**src/rtl/tms_key_matrix.sv**
```systemverilog
// Keyboard matrix front-end for the tms1100 K inputs: 2-flop sync, per-key debounce,
// K rebuild from the active R strobes, and an optional press/release event stream (KEY_MATRIX_EVENT_EN).
module tms_key_matrix #(
    parameter int NUM_R    = 11,
    parameter int NUM_K    = 4,
    parameter int TICK_DIV = 3000,
    parameter int CODE_W   = 6
) (
    input  logic                   clk,
    input  logic                   button_reset,
    input  logic [NUM_R-1:0]       pins_r,
    input  logic [NUM_R*NUM_K-1:0] keys_raw,
    output logic [NUM_K-1:0]       pins_k,
    output logic                   event_valid,
    input  logic                   event_ready,
    output logic [CODE_W-1:0]      event_code,
    output logic                   event_pressed
);

    localparam int N  = NUM_R * NUM_K;
    localparam int PW = (TICK_DIV > 1) ? $clog2(TICK_DIV) : 1;

    logic [N-1:0]  sync1;
    logic [N-1:0]  sync2;
    logic [PW-1:0] presc;
    logic          tick;
    logic [2:0]    hist [N];
    logic [N-1:0]  deb;
    logic [NUM_K-1:0] k_next;

    assign tick = (presc == PW'(TICK_DIV - 1));

    always_ff @(posedge clk or negedge button_reset) begin
        if (!button_reset) begin
            sync1 <= '0;
            sync2 <= '0;
            presc <= '0;
            deb   <= '0;
            for (int i = 0; i < N; i++) hist[i] <= 3'b000;
        end else begin
            sync1 <= keys_raw;
            sync2 <= sync1;
            presc <= tick ? '0 : presc + 1'b1;
            if (tick) begin
                // Only the last three samples are kept; the fourth is the live synced bit.
                for (int i = 0; i < N; i++) begin
                    hist[i] <= {hist[i][1:0], sync2[i]};
                    if ({hist[i], sync2[i]} == 4'hf)
                        deb[i] <= 1'b1;
                    else if ({hist[i], sync2[i]} == 4'h0)
                        deb[i] <= 1'b0;
                end
            end
        end
    end

    always_comb begin
        k_next = '0;
        for (int k = 0; k < NUM_K; k++)
            for (int r = 0; r < NUM_R; r++)
                k_next[k] = k_next[k] | (pins_r[r] & deb[r*NUM_K + k]);
    end

    always_ff @(posedge clk or negedge button_reset) begin
        if (!button_reset) pins_k <= '0;
        else               pins_k <= k_next;
    end

`ifdef KEY_MATRIX_EVENT_EN
    // Handshake: an event is transferred on the rising edge where event_valid and
    // event_ready are both high; code/pressed hold steady while valid waits.
    typedef enum logic {SCAN, HOLD} scan_state_t;

    scan_state_t       state;
    scan_state_t       state_next;
    logic [CODE_W-1:0] idx;
    logic [N-1:0]      rep;
    logic              fire;
    logic              accept;

    always_comb begin
        state_next = state;
        fire       = 1'b0;
        accept     = 1'b0;
        case (state)
            SCAN: begin
                fire = (deb[idx] != rep[idx]);
                if (fire) state_next = HOLD;
            end
            HOLD: begin
                accept = event_valid & event_ready;
                if (accept) state_next = SCAN;
            end
            default: state_next = SCAN;
        endcase
    end

    always_ff @(posedge clk or negedge button_reset) begin
        if (!button_reset) state <= SCAN;
        else               state <= state_next;
    end

    always_ff @(posedge clk or negedge button_reset) begin
        if (!button_reset) begin
            idx           <= '0;
            rep           <= '0;
            event_valid   <= 1'b0;
            event_code    <= '0;
            event_pressed <= 1'b0;
        end else begin
            if (state == SCAN)
                idx <= (idx == CODE_W'(N - 1)) ? '0 : idx + 1'b1;
            if (fire) begin
                event_valid   <= 1'b1;
                event_code    <= idx;
                event_pressed <= deb[idx];
                rep[idx]      <= deb[idx];
            end
            if (accept)
                event_valid <= 1'b0;
        end
    end
`else
    logic unused_event_ready;
    assign unused_event_ready = event_ready;
    assign event_valid   = 1'b0;
    assign event_code    = '0;
    assign event_pressed = 1'b0;
`endif

endmodule

```
**config.mk**
```make
export PLATFORM = sky130hd
export DESIGN_NAME = tms_key_matrix
export DESIGN_NICKNAME = d
export VERILOG_FILES = /design/src/rtl/tms_key_matrix.sv
export SDC_FILE = /design/constraint.sdc
export NUM_CORES = 1
export LEC_CHECK = 0
export CAP_MARGIN = 20
export CORE_UTILIZATION = 43
export DETAILED_ROUTE_END_ITERATION = 12
export GPL_TIMING_DRIVEN = 0
export SLEW_MARGIN = 0
export SYNTH_ARGS = -nofsm -noshare
export SYNTH_HDL_FRONTEND = slang
export SYNTH_SLANG_ARGS = --single-unit
```
**constraint.sdc**
```tcl
create_clock -name clk -period 2.4 [get_ports clk]
set_clock_uncertainty 0.15 [all_clocks]
set_input_delay 0.24 -clock clk [delete_from_list [all_inputs] [get_ports clk]]
set_output_delay 0.24 -clock clk [all_outputs]
set_load 0.01 [all_outputs]
```
Word level (Yosys, flattened, before mapping):

Cells that the tools add are included.

* logic and storage cells: 443
* register bits: 280
* output and inout port bits: 12

* bitwise logic cells: 84
* multiplexer cells: 89
* reduce and logical (&&, ||, !) cells: 132
* equality and inequality tests: 45
* $add $sub $neg: 1

Operators by type and width (number)
* equality test 4 bit, second input constant: 44
* logical NOT 4 bit: 44
* two-way mux 1 bit: 88
* AND reduction 2 bit: 44
* nonzero test 2 bit: 44
* bitwise AND 1 bit: 44
* bitwise OR 1 bit: 40
* adder 12 x 1 -> 12 bit, second input constant: 1
* equality test 12 bit, second input constant: 1
* two-way mux 12 bit: 1

Depth between registers and ports, before layout:

Gate-level depths: netlist of the first run.

* depth in word-level cells: 11
* mapped depth: 8
* mapped depth without buffers: 5

Least setup slack after synthesis of the first run:

Ideal clock, no wire load.

* path type: register -> register
* from: reg presc[0]
* to: reg deb[10]
* buffers on the path: 3
* path slack: 564 ps
* cell stages (with the launch flop): 9
* data arrival time: 1555 ps
* setup time: 130 ps
* cell sequence: dfrtp_1 -> ha_1 -> and3_1 -> buf_4 -> and4_4 -> buf_6 -> buf_6 -> a41oi_1 -> a21oi_1

* word-level cells in the longest chain between the ends: 2

RTL lines
* from (decl): line 25 `logic [PW-1:0] presc;`
* from (signal assigned): line 43 `presc <= tick ? '0 : presc + 1'b1;`
* equality test 12 bit: line 31 `assign tick = (presc == PW'(TICK_DIV - 1));`
* AND reduction 2 bit (no line)
* to (signal assigned): line 38 `deb <= '0;`
* to (signal, indexed assignment): line 49 `deb[i] <= 1'b1;`
* to (signal, indexed assignment): line 51 `deb[i] <= 1'b0;`
* to (decl): line 28 `logic [N-1:0] deb;`

Every way passes these cells.
A chain may end at the register's enable or synchronous reset.

Worst setup path after layout of the first run:

* from: reg presc[0]
* to: reg hist[98] in the netlist's numbering

* word-level cells in the longest chain between the ends: 1

RTL lines
* equality test 12 bit: line 31
* to (signal, indexed assignment): line 47 `hist[i] <= {hist[i][1:0], sync2[i]};`
* to (decl): line 27 `logic [2:0] hist [N];`

Every way passes these cells.

==> results of run 1 <==
## report_power, final
part / internal (µW) / switching, µW / total (µW)
clock: 2650 / 1810 / 4460
combinational: 147 / 133 / 280
sequential: 4800 / 48.0 / 4850
## metrics by stage
step	cells	area [µm²]	TNS (ns)	power [µW]
after detailed placement	1259	11300	-0.0661	5160
after global placement	1257	11200	-3123.92	5150
final	1356	12700	0	9580
after global routing	1356	12700	-0.0836	9940
after floorplan	884	10200	0	4930
after CTS	1354	12700	0	9700
## sequential cells by signal, indices dropped and copies added, names as in the netlist
register,count
sync1,44
hist,132
sync2,44
pins_k,4
presc,12
deb,44
## synth_stat cells, drive strengths merged
cell type  instances
dfrtp            280
nand2            223
o21ai             89
a21oi             45
a41oi             44
inv               44
o41ai             44
buf               32
clkbuf            16
nand3             10
a221oi             7
a22o               7
and3               6
nor2               6
xor2               5
a222oi             4
xnor2              3
a22oi              2
a211o              1
and2               1
and2b              1
and4               1
conb               1
ha                 1
nand4              1
nor3               1
nor3b              1
or3                1
## logic make-up after synthesis
| logic type | share of synthesized area |
|---|---|
| flip-flops | 0.688 |
| AND/OR/NAND/NOR | 0.0991 |
| AO/OA/AOI/OAI | 0.160 |
| buffers and inverters | 0.0440 |
| XOR/XNOR | 0.00688 |
| adder cells (fa/ha/maj) | 0.00123 |
| other | 0.000368 |
## layer usage
| layer | vias up | track usage | share of wire |
|---|---|---|---|
| met5 | - | 0 | 0 |
| met4 | 0 | 0.0495 | 0.020 |
| met3 | 39 | 0.0356 | 0.051 |
| met2 | 176 | 0.317 | 0.47 |
| met1 | 3563 | 0.286 | 0.46 |
| li1 | 3360 | - | - |
## path summary, 6_finish.rpt
kind	endpoint	slack, ns	cells past startpoint
min in group clk	sync2[8]	0.19	0
setup reg to reg	hist[98]	0.12	8
hold reg to reg	sync2[8]	0.19	0
hold / removal	presc[6]	0.08	2
max in group asynchronous	sync2[17]	1.10	3
setup / recovery	hist[98]	0.12	8
## layout make-up
class	instances	area share
plain buffers	48	0.0230
clock buffers	39	0.0658
clock inverters	13	0.0105
inverters	44	0.0130
multi-input cells	512	0.217
flip-flops and latches	280	0.552
well taps	313	0.0309
repair buffers	107	0.0876
## timing repair
item                       in CTS  in global routing
hold endpoints to repair      103                  2
resized for setup               1                 13
setup endpoints to repair       4                 43
pin swaps                       0                  0
hold buffers                   43                  2
==> impl_metrics.py, run 1 <==
metrics = {
    "outcome": {
        "status": "finished, final reports clean",
    },
    "global_routing": {
        "grt_usage": 0.200,
        "grt_max_degree": 119,
        "grt_pass1_vias": 6830,
        "antenna_found_initial": 0,
        "gr-total-overflow": 0,
        "grt_pass1_wl_mm": 37.7,
    },
    "sta": {
        "min_period_ns": 2.28,
        "rsz0062_at_grt": "yes",
        "min_period_over_period": 0.951,
        "setup_violations": 0,
        "finalWorstSetupSlack_ns": 0.118,
        "drv_slew": 0,
        "hold_viol": 0,
        "hold_ws_ns": 0.0818,
        "worstMarginPinSlew_ns": 0.597,
        "relSlewSlack": 0.602,
        "fmax_mhz": 438,
    },
    "final_layout": {
        "antenna_cells": 0,
        "final_cell_mix": "dfrtp_1 (280), nand2_1 (223), o21ai_0 (89), clkdlybuf4s50_1 (59)",
        "syn2layout_area_growth_pct": 24.6,
        "final_common_cell": "dfrtp_1",
        "drive_above_1_share": 0.0892,
        "regArea_um2": 7010,
        "multi_input_area_um2": 2750,
        "fin_nets": 1082,
        "final_util": 0.553,
        "fillers": 1936,
    },
    "setup_path": {
        "cp-start-kind": "register",
        "crit_family": "buffers and inverters",
        "endpoint_kind": "register",
        "cpPeakStageDelay_ns": 0.45,
        "critical_path_class": "register to register",
        "required_ns": 2.73,
        "setup.worst_path.start": "presc[0]",
        "cp_slowest_cell": "clkbuf_1",
        "cp.buffers_inverters": 3,
        "cp_max_fo": 10,
        "worst-endpoint-arrival_ns": 2.62,
        "crit_chain": "ha_1 > and3_1 > buf_4 > nand4_2 > buf_4 > clkbuf_1 > nand2_1 > nand2_1",
        "worstReg2RegStart": "presc[0]",
    },
    "synthesis": {
        "ys_seq_area_frac": 0.688,
        "yosysTopAreaCell": "dfrtp_1",
        "synth_area_um2": 10200,
        "ys_types": 30,
        "ys_ff_latch": 280,
        "avgSynthCellArea_um2": 11.6,
        "synth.area.top_cells": "dfrtp_1 (69%), nand2_1 (8.2%), o21ai_0 (4.4%)",
        "ys.warnings.count": 0,
        "syn_inst": 877,
        "synth.top_cell.area_share": 0.688,
    },
    "floorplan": {
        "ios": 70,
        "die_area_um2": 24300,
        "die_w_um": 156,
        "row_count": 55,
        "core-area_um2": 22900,
        "die_y_um": 156,
        "initial_core_util": 0.444,
    },
    "detailed_routing": {
        "route.detailed.drc": 0,
        "post_drt_wl_per_cell_um": 17.2,
        "antenna_left": 0,
        "finalWirelength_mm": 23.3,
        "avgViaCountPerCell": 5.26,
        "num_vias": 7138,
        "first_pass_iters": 5,
        "dr.first_iter.drc_count": 451,
    },
    "clock_network": {
        "cts_sinks": 280,
        "clk_pin_slew_ns": 0.06,
        "post_cts_buffers": 0,
        "cts_tree": "done",
        "clk_path_buf_depth": 3,
        "cts_max_level": 1,
        "cts_buffers": 30,
        "clock_latency_ns": 0.55,
        "root_buffer": "clkbuf_16",
    },
    "pwr": {
        "power.density_nw_per_um2": 756,
        "p_leak_uw": 0.00564,
        "vdd_drop_max_mv": 0.505,
    },
    "placement": {
        "port_buffers": 60,
        "hpwl_mm": 14.9,
        "preCtsSetupSlack_ns": -0.0239,
        "gp_congestion": 0.802,
    },
    "worst_hold_path": {
        "min_path_type": "input port to asynchronous set/reset pin",
    },
    "job": {
        "cap_violations": 0,
    },
}
No activity file was read; power rests on OpenSTA's default activity.
==> inputs of run 2 (changes only) <==
--- a/config.mk
+++ b/config.mk
@@ -9,6 +9,7 @@
 export CORE_UTILIZATION = 43
 export DETAILED_ROUTE_END_ITERATION = 12
 export GPL_TIMING_DRIVEN = 0
+export RECOVER_POWER = 25
 export SLEW_MARGIN = 0
 export SYNTH_ARGS = -nofsm -noshare
 export SYNTH_HDL_FRONTEND = slang
==> run 2 against run 1 <==
Cell count stayed put. Wire length fell by 0.24%. Sequential share of layout area barely moved. Clock power hardly changed. The flow now finishes with violations (capacitance limit, slew limit). Total power decreased by 0.13%. Critical path depth stayed put. Highest routed layer unchanged. Global-route usage stayed put. Register-to-register slack is essentially flat. Hold slack better by 0.11 ns. Count of clock-buffer cells in the layout did not move. Combinational power decreased by 5%. Worst setup slack got worse by 0.0013 ns.
==> impl_metrics.py, run 2 (synthesis results as in run 1) <==
metrics = {
    "global_routing": {
        "antenna_found_initial": 0,
        "grt_pass1_wl_mm": 37.7,
        "grt_usage": 0.200,
        "gr-total-overflow": 0,
        "grt_pass1_vias": 6830,
        "grt_max_degree": 119,
    },
    "setup_path": {
        "endpoint_kind": "register",
        "r2r_slack_ns": 0.12,
        "worstReg2RegStart": "presc[0]",
        "worst-endpoint-arrival_ns": 2.62,
        "cp-start-kind": "register",
        "critical_path_class": "register to register",
        "cp_max_fo": 10,
        "required_ns": 2.73,
        "setup.worst_path.start": "presc[0]",
    },
    "placement": {
        "port_buffers": 60,
        "gp_congestion": 0.802,
        "hpwl_mm": 14.9,
    },
    "detailed_routing": {
        "num_vias": 7111,
        "avgViaCountPerCell": 5.24,
        "first_pass_iters": 5,
        "finalWirelength_mm": 23.3,
        "dr.first_iter.drc_count": 441,
        "post_drt_wl_per_cell_um": 17.2,
        "route.detailed.drc": 0,
        "antenna_left": 0,
    },
    "final_layout": {
        "antenna_cells": 0,
        "final_cell_mix": "dfrtp_1 (280), nand2_1 (223), o21ai_0 (89), dlygate4sd3_1 (81), a21oi_1 (45)",
        "drive_above_1_share": 0.0892,
        "fin_nets": 1082,
        "top_register": "hist",
        "largest_register_ffs": 132,
        "syn2layout_area_growth_pct": 24.5,
        "final_common_cell": "dfrtp_1",
        "final_util": 0.553,
    },
    "floorplan": {
        "die_area_um2": 24300,
        "die_y_um": 156,
        "die_w_um": 156,
        "row_count": 55,
        "initial_core_util": 0.444,
        "core-area_um2": 22900,
        "ios": 70,
    },
    "pwr": {
        "pwr-share-comb": 0.028,
        "seqPwrFrac": 0.506,
        "power_switching_uw": 1990,
        "vdd_drop_max_mv": 0.504,
        "power.density_nw_per_um2": 755,
        "p_leak_uw": 0.00564,
        "pwr-share-clk": 0.466,
        "swShare": 0.208,
        "p_int_uw": 7580,
    },
    "clock_network": {
        "root_buffer": "clkbuf_16",
        "cts_buffers": 30,
        "cts_max_level": 1,
        "post_cts_buffers": 0,
        "clock_latency_ns": 0.55,
        "cts_tree": "done",
        "clk_path_buf_depth": 3,
        "cts_sinks": 280,
        "clk_pin_slew_ns": 0.06,
    },
    "outcome": {
        "status": "complete, but fails checks",
        "violations": "capacitance limit, slew limit",
    },
    "sta": {
        "fmax_mhz": 438,
        "min_period_ns": 2.28,
        "totalNegativeSetupSlack_ns": 0,
        "min_period_over_period": 0.952,
        "worstMarginPinSlew_ns": 1.58,
        "hold_viol": 0,
        "setup_violations": 0,
        "rsz0062_at_grt": "yes",
        "drv_slew": 59,
        "relSlewSlack": -0.0543,
    },
    "job": {
        "cap_violations": 1,
    },
    "worst_hold_path": {
        "holdCritStartpoint": "sync1[8]",
        "min_path_type": "register to register",
    },
}
## run 2: worst paths after layout
| kind | cells past startpoint | end |
|---|---|---|
| min | 0 | sync2[8] |
| min reg2reg | 0 | sync2[8] |
| max in group asynchronous | 3 | sync2[17] |
| max | 8 | hist[98] |
| max reg2reg | 8 | hist[98] |
| min in group asynchronous | 2 | presc[6] |
## run 2: timing repair
item	4_1_cts	5_1_grt
gates resized for setup	1	13
endpoints found under the setup margin	4	43
hold endpoints to repair	103	2
hold buffers	43	2
## run 2: per-layer routing
layer | global-route usage | wire length, µm | vias to the layer above
met5 | 0 | 0 | -
met4 | 0.0495 | 466 | 0
met3 | 0.0356 | 1170 | 39
met2 | 0.317 | 11000 | 175
met1 | 0.286 | 10700 | 3538
li1 | - | - | 3359
## run 2: area by class of cell
type / count / area [µm²]
tap: 313 / 392
fill: 1937 / 10200
buffer: 48 / 292
sequential: 280 / 7010
clock buffer: 39 / 835
timing repair buffer: 107 / 1100
clock inverter: 13 / 133
inverter: 44 / 165
multi-input combinational: 512 / 2750
## run 2: critical path, cell delays in order, from the launching register on
cell      delay (ns)
dfrtp_1         0.39
ha_1            0.24
and3_1          0.17
buf_4           0.15
nand4_2         0.22
buf_4           0.25
clkbuf_1        0.45
nand2_1         0.11
nand2_1         0.08
## run 2: power groups by stage
stage	Combinational [µW]	Sequential, µW	Clock [µW]
detailed placement	229	4930	0
global route	297	4850	4770
floorplan	17.3	4910	0
CTS	285	4850	4570
finish	265	4850	4460
global placement	217	4930	0
## run 2: per-stage QoR
| step | area, µm² | instances | setup slack, ns | hold slack [ns] | power [µW] |
|---|---|---|---|---|---|
| after floorplan | 10200 | 884 | 0.564 | -0.206 | 4930 |
| after global placement | 11200 | 1257 | -11.17 | 0.182 | 5150 |
| after detailed placement | 11300 | 1259 | -0.0239 | 0.0676 | 5160 |
| after CTS | 12700 | 1354 | 0.0202 | 0.00242 | 9700 |
| after global routing | 12700 | 1356 | -0.0296 | 0.201 | 9920 |
| final | 12700 | 1356 | 0.116 | 0.191 | 9570 |
==> inputs of run 3 (changes only) <==
--- a/config.mk
+++ b/config.mk
@@ -6,7 +6,8 @@
 export NUM_CORES = 1
 export LEC_CHECK = 0
 export CAP_MARGIN = 20
-export CORE_UTILIZATION = 43
+export CORE_UTILIZATION = 30
+export CTS_CLUSTER_SIZE = 28
 export DETAILED_ROUTE_END_ITERATION = 12
 export GPL_TIMING_DRIVEN = 0
 export RECOVER_POWER = 25
==> run 3 against run 2 <==
The run now ends clean. Worst setup slack better by 0.031 ns. Critical path depth is 1 lower. Total power is 1.0% lower. Final area is 0.69% higher. Clock power is 2% lower. Largest power group unchanged.
==> impl_metrics.py, run 3 (synthesis results as in run 1) <==
metrics = {
    "placement": {
        "gp_congestion": 0.817,
        "preCtsSetupSlack_ns": 0.0404,
        "hpwl_mm": 15.5,
        "port_buffers": 60,
        "placed_cell_area_um2": 11400,
    },
    "detailed_routing": {
        "route.detailed.drc": 0,
        "post_drt_wl_per_cell_um": 16.0,
        "dr.first_iter.drc_count": 549,
        "antenna_left": 0,
        "first_pass_iters": 5,
        "topRoutingLayerUsed": "met4",
        "num_vias": 7123,
        "met2_length_mm": 10.7,
        "avgViaCountPerCell": 4.80,
        "route.met3.wl_mm": 1.60,
        "finalWirelength_mm": 23.8,
        "wl_met1_mm": 11.0,
    },
    "outcome": {
        "status": "finished, final reports clean",
    },
    "clock_network": {
        "cts_sinks": 280,
        "root_buffer": "clkbuf_16",
        "cts_tree": "done",
        "clk_path_buf_depth": 3,
        "clock_latency_ns": 0.55,
        "cts_max_level": 1,
        "clk_pin_slew_ns": 0.06,
        "cts_buffers": 29,
    },
    "sta": {
        "relSlewSlack": 0.567,
        "setup_violations": 0,
        "drv_slew": 0,
        "rsz0062_at_grt": "yes",
        "fmax_mhz": 444,
        "finalWorstSetupSlack_ns": 0.147,
        "min_period_over_period": 0.939,
        "worstMarginPinSlew_ns": 0.649,
        "min_period_ns": 2.25,
        "hold_viol": 0,
    },
    "final_layout": {
        "drive_above_1_share": 0.0926,
        "final_common_cell": "dfrtp_1",
        "antenna_cells": 0,
        "largest_register_ffs": 132,
        "fillers": 3232,
        "final_area_um2": 12800,
        "multi_input_area_um2": 2750,
        "fin_nets": 1073,
        "syn2layout_area_growth_pct": 25.4,
        "top_register": "hist",
        "regArea_um2": 7010,
        "final_cell_mix": "dfrtp_1 (280), nand2_1 (223), o21ai_0 (89), dlygate4sd3_1 (73), a21oi_1 (45)",
    },
    "setup_path": {
        "required_ns": 2.67,
        "critical_path_class": "register to register",
        "endpoint_kind": "register",
        "worstRegToRegCells": 7,
        "cp-start-kind": "register",
        "worst-endpoint-arrival_ns": 2.53,
        "worstReg2RegStart": "presc[0]",
        "reg2reg_to": "deb[28]",
        "cp_max_fo": 10,
        "r2r_slack_ns": 0.15,
    },
    "worst_hold_path": {
        "min_path_type": "input port to asynchronous set/reset pin",
    },
    "floorplan": {
        "core-area_um2": 33400,
        "initial_core_util": 0.304,
        "ios": 70,
        "row_count": 67,
        "die_area_um2": 34700,
        "die_w_um": 186,
        "die_y_um": 186,
    },
    "global_routing": {
        "gr-total-overflow": 0,
        "grt_usage": 0.143,
        "grt_pass1_wl_mm": 38.7,
        "grt_pass1_vias": 7095,
        "grt_max_degree": 122,
        "antenna_found_initial": 0,
    },
    "pwr": {
        "power.density_nw_per_um2": 742,
        "vdd_drop_max_mv": 0.486,
        "p_leak_uw": 0.00562,
    },
    "job": {
        "cap_violations": 0,
    },
}
==> run 3: worst max path at each step <==
stage,endpoint,start,cells after the start,slack (ns)
after global routing,deb[35],presc[0],7,-0.01
after detailed placement,hist[110],presc[0],8,0.04
after CTS,hist[110],presc[0],8,0.03
after global placement,presc[11],button_reset,1,-11.08
final,deb[28],presc[0],7,0.15
after floorplan,deb[10],presc[0],8,0.56
==> run 3: worst max-delay path: stages, from the launching register on <==
cell and delay, ns:
dfrtp_1 0.36, ha_1 0.21, and3_1 0.17, buf_4 0.13
nand4_2 0.26, clkbuf_1 0.39, o41ai_1 0.35, a21oi_1 0.12
==> run 3: metal layers <==
layer  track usage  up-vias
met5             0        -
met4        0.0344        0
met3        0.0349       37
met2         0.223      186
met1         0.201     3557
li1              -     3343
==> run 3: final cells by class <==
type                       count  area share
sequential                   280       0.549
clock inverter                12     0.00726
multi-input combinational    512       0.215
buffer                        47      0.0227
clock buffer                  42      0.0670
timing repair buffer         100      0.0816
inverter                      44      0.0129
tap                          448      0.0439
==> run 3: what timing repair did <==
action | CTS | global route
hold buffers | 38 | 0
gates resized for setup | 0 | 19
endpoints found under the hold margin | 118 | 0
endpoints found under the setup margin | 0 | 51
buffers inserted | 0 | 0
==> run 3: where the power goes <==
part,switching (µW),internal [µW]
clock,1790,2570
sequential,49.4,4800
combinational,132,128
==> run 3: per-stage QoR <==
stage           util   TNS, ns  total power [µW]  std cells  hold slack (ns)
3_5_place_dp   0.342         0              5160       1394           0.0729
6_report       0.381         0              9470       1485           0.0777
3_3_place_gp   0.340  -3093.55              5160       1392            0.183
4_1_cts        0.381         0              9620       1486          0.00224
2_1_floorplan      -         0              4930        884           -0.206
5_1_grt        0.381   -0.0144              9840       1485            0.109
==> patch (config.mk and constraints of run 1) <==
Add a define of `KEY_MATRIX_EVENT_EN`.
--- a/src/rtl/tms_key_matrix.sv
+++ b/src/rtl/tms_key_matrix.sv
@@ -2,2 +2,4 @@
 // K rebuild from the active R strobes, and an optional press/release event stream (KEY_MATRIX_EVENT_EN).
+`define KEY_MATRIX_EVENT_EN
+
 module tms_key_matrix #(
Function: same outputs for any inputs over 10 cycles, from zero or initial values and one cycle with button_reset low; that may be too few to reach the edited logic, so the function may still have changed.
==> patch against run 1 <==
- the flow now finishes with violations (setup timing)
- total power rose by 23%
- design area rose by 37%
- routed wire length rose by 50%
- die area rose by 35%
- worst hold slack got worse by 0.069 ns
- first-iteration DRC count rose by 110%
- count of clock-buffer cells in the layout rose by 10
- worst setup slack got worse by 0.72 ns
- sequential cell count rose by 59
- fmax fell by 24%
- synthesized area rose by 35%
==> patch: results (changes against run 1) <==
Outcome
  – Status: complete, but fails checks (was finished, final reports clean)
  – Failing checks: setup timing

Timing
  – Final setup margin: -0.600 ns (was 0.118 ns)
  – Final setup violation count: 54 (was 0)

Cells and area
  – Layout cells sized above 1: 16.0% (was 8.92%)
  – Fillers: 2727 (was 1936)
  – Post-route cell area: 0.0173 mm2 (was 0.0127 mm2)
  – Signal buf overhead: 9.66% (was 11.1%)
  – Layout Nets: 1549 (was 1082)
  – Non-clk bufs: 184 (was 155)
  – Sequential cell area share: 49.0% (was 55.2%)

Clock tree
  – Skew-Pair Late Insertion Delay: 0.53 ns (was 0.55 ns)
  – Setup Buffers After CTS: 17 (was 0)
  – CTS Hold Bufs: 25 (was 43)
  – Clk sinks: 339 (was 280)

GRT
  – Met1 usage: 31.6% (was 28.6%)
  – Global Route met3 Usage: 4.13% (was 3.56%)
  – Vias in the first global route: 10300 (was 6830)
  – GRT met2 Usage: 33.9% (was 31.7%)
  – Largest net degree at the start of global routing: 116 (was 119)

Logic synthesis
  – Top cells by count, synth: nand2_1, dfrtp_1, a21oi_1, nor2_1, clkbuf_1 (was dfrtp_1, nand2_1, o21ai_0, a21oi_1)
  – Synth Area in XOR/XNOR: 0.701% (was 0.688%)
  – Post-Syn Instances: 1332 (was 877)
  – Unique cell type count in the Yosys netlist: 55 (was 30)
  – Mux contribution to synthesized area: 4.04% (was 0%)
  – Post-synthesis sequential area ratio: 61.7% (was 68.8%)

Power
  – Leak: 0.00795 uW (was 0.00564 uW)
  – Psw: 2480 uW (was 1990 uW)
  – VDD IR max: 0.000415 V (was 0.000505 V)

Detailed routing
  – First DRT Iteration DRCs: 931 (was 451)
  – DR vias/cell: 5.52 (was 5.26)
  – WL final: 35100 um (was 23300 um)

Placed design
  – Inst Count DP: 1807 (was 1259)
  – RD Place Congestion: 0.872 (was 0.802)

Critical path
  – Arrival @ worst endpoint: 3.24 ns (was 2.62 ns)
  – Largest delay share family, worst path: multiplexers (was buffers and inverters)

Worst hold path
  – Worst Hold Class: primary input to register (was primary input to async pin)
## patch: cell types whose count changed in the layout (fill, tap and decap cells not counted), moves of 44 or more
cell | before | now
dfrtp_1 | 280 | 338
a21oi_1 | 45 | 111
or4_1 | 0 | 44
nor2_1 | 6 | 79
o41ai_1 | 44 | 0
nand2_1 | 223 | 418
o21ai_0 | 89 | 7
## patch: layer usage
| layer | up-vias | share of wire, % |
|---|---|---|
| met3 | 79 | 5.9 |
| met1 | 5236 | 47 |
| met4 | 0 | 2.6 |
| met5 | - | 0 |
| met2 | 325 | 45 |
| li1 | 4945 | - |
## patch: worst reg2reg max path: stages, from the launching register on
cell     delay (ns)
dfrtp_1        0.38
buf_8          0.17
buf_6          0.11
mux4_2         0.54
a22oi_4        0.24
o21ai_2        0.10
nor4b_4        0.34
buf_6          0.17
o21ai_4        0.06
a21oi_4        0.27
mux2_1         0.35
## patch: final timing paths
kind	slack [ns]	cells after the start	endpoint
worst max-delay path	-0.60	10	event_code[2]
worst min-delay path	0.01	1	sync1[40]
worst max register to register	-0.60	10	event_code[2]
worst min register to register	0.19	0	sync2[2]
max in group asynchronous	0.74	4	deb[24]
min in group asynchronous	0.04	2	sync1[4]
## patch: power by group through the flow
stage	combinational [uW]	sequential, uW	clock (uW)
6_report	268	5840	5710
5_1_grt	304	5840	6090
4_1_cts	278	5840	5840
3_5_place_dp	246	5940	0
3_3_place_gp	226	5950	0
2_1_floorplan	2.51	5920	0
## patch: cell families (layout without fill, tap and decap cells)
logic type | Yosys count | count (layout)
compound gates | 261 | 261
fa+ha+maj | 2 | 2
xor+xnor | 11 | 11
flops | 339 | 339
mux | 33 | 33
buf+inv | 69 | 252
simple gates | 617 | 617
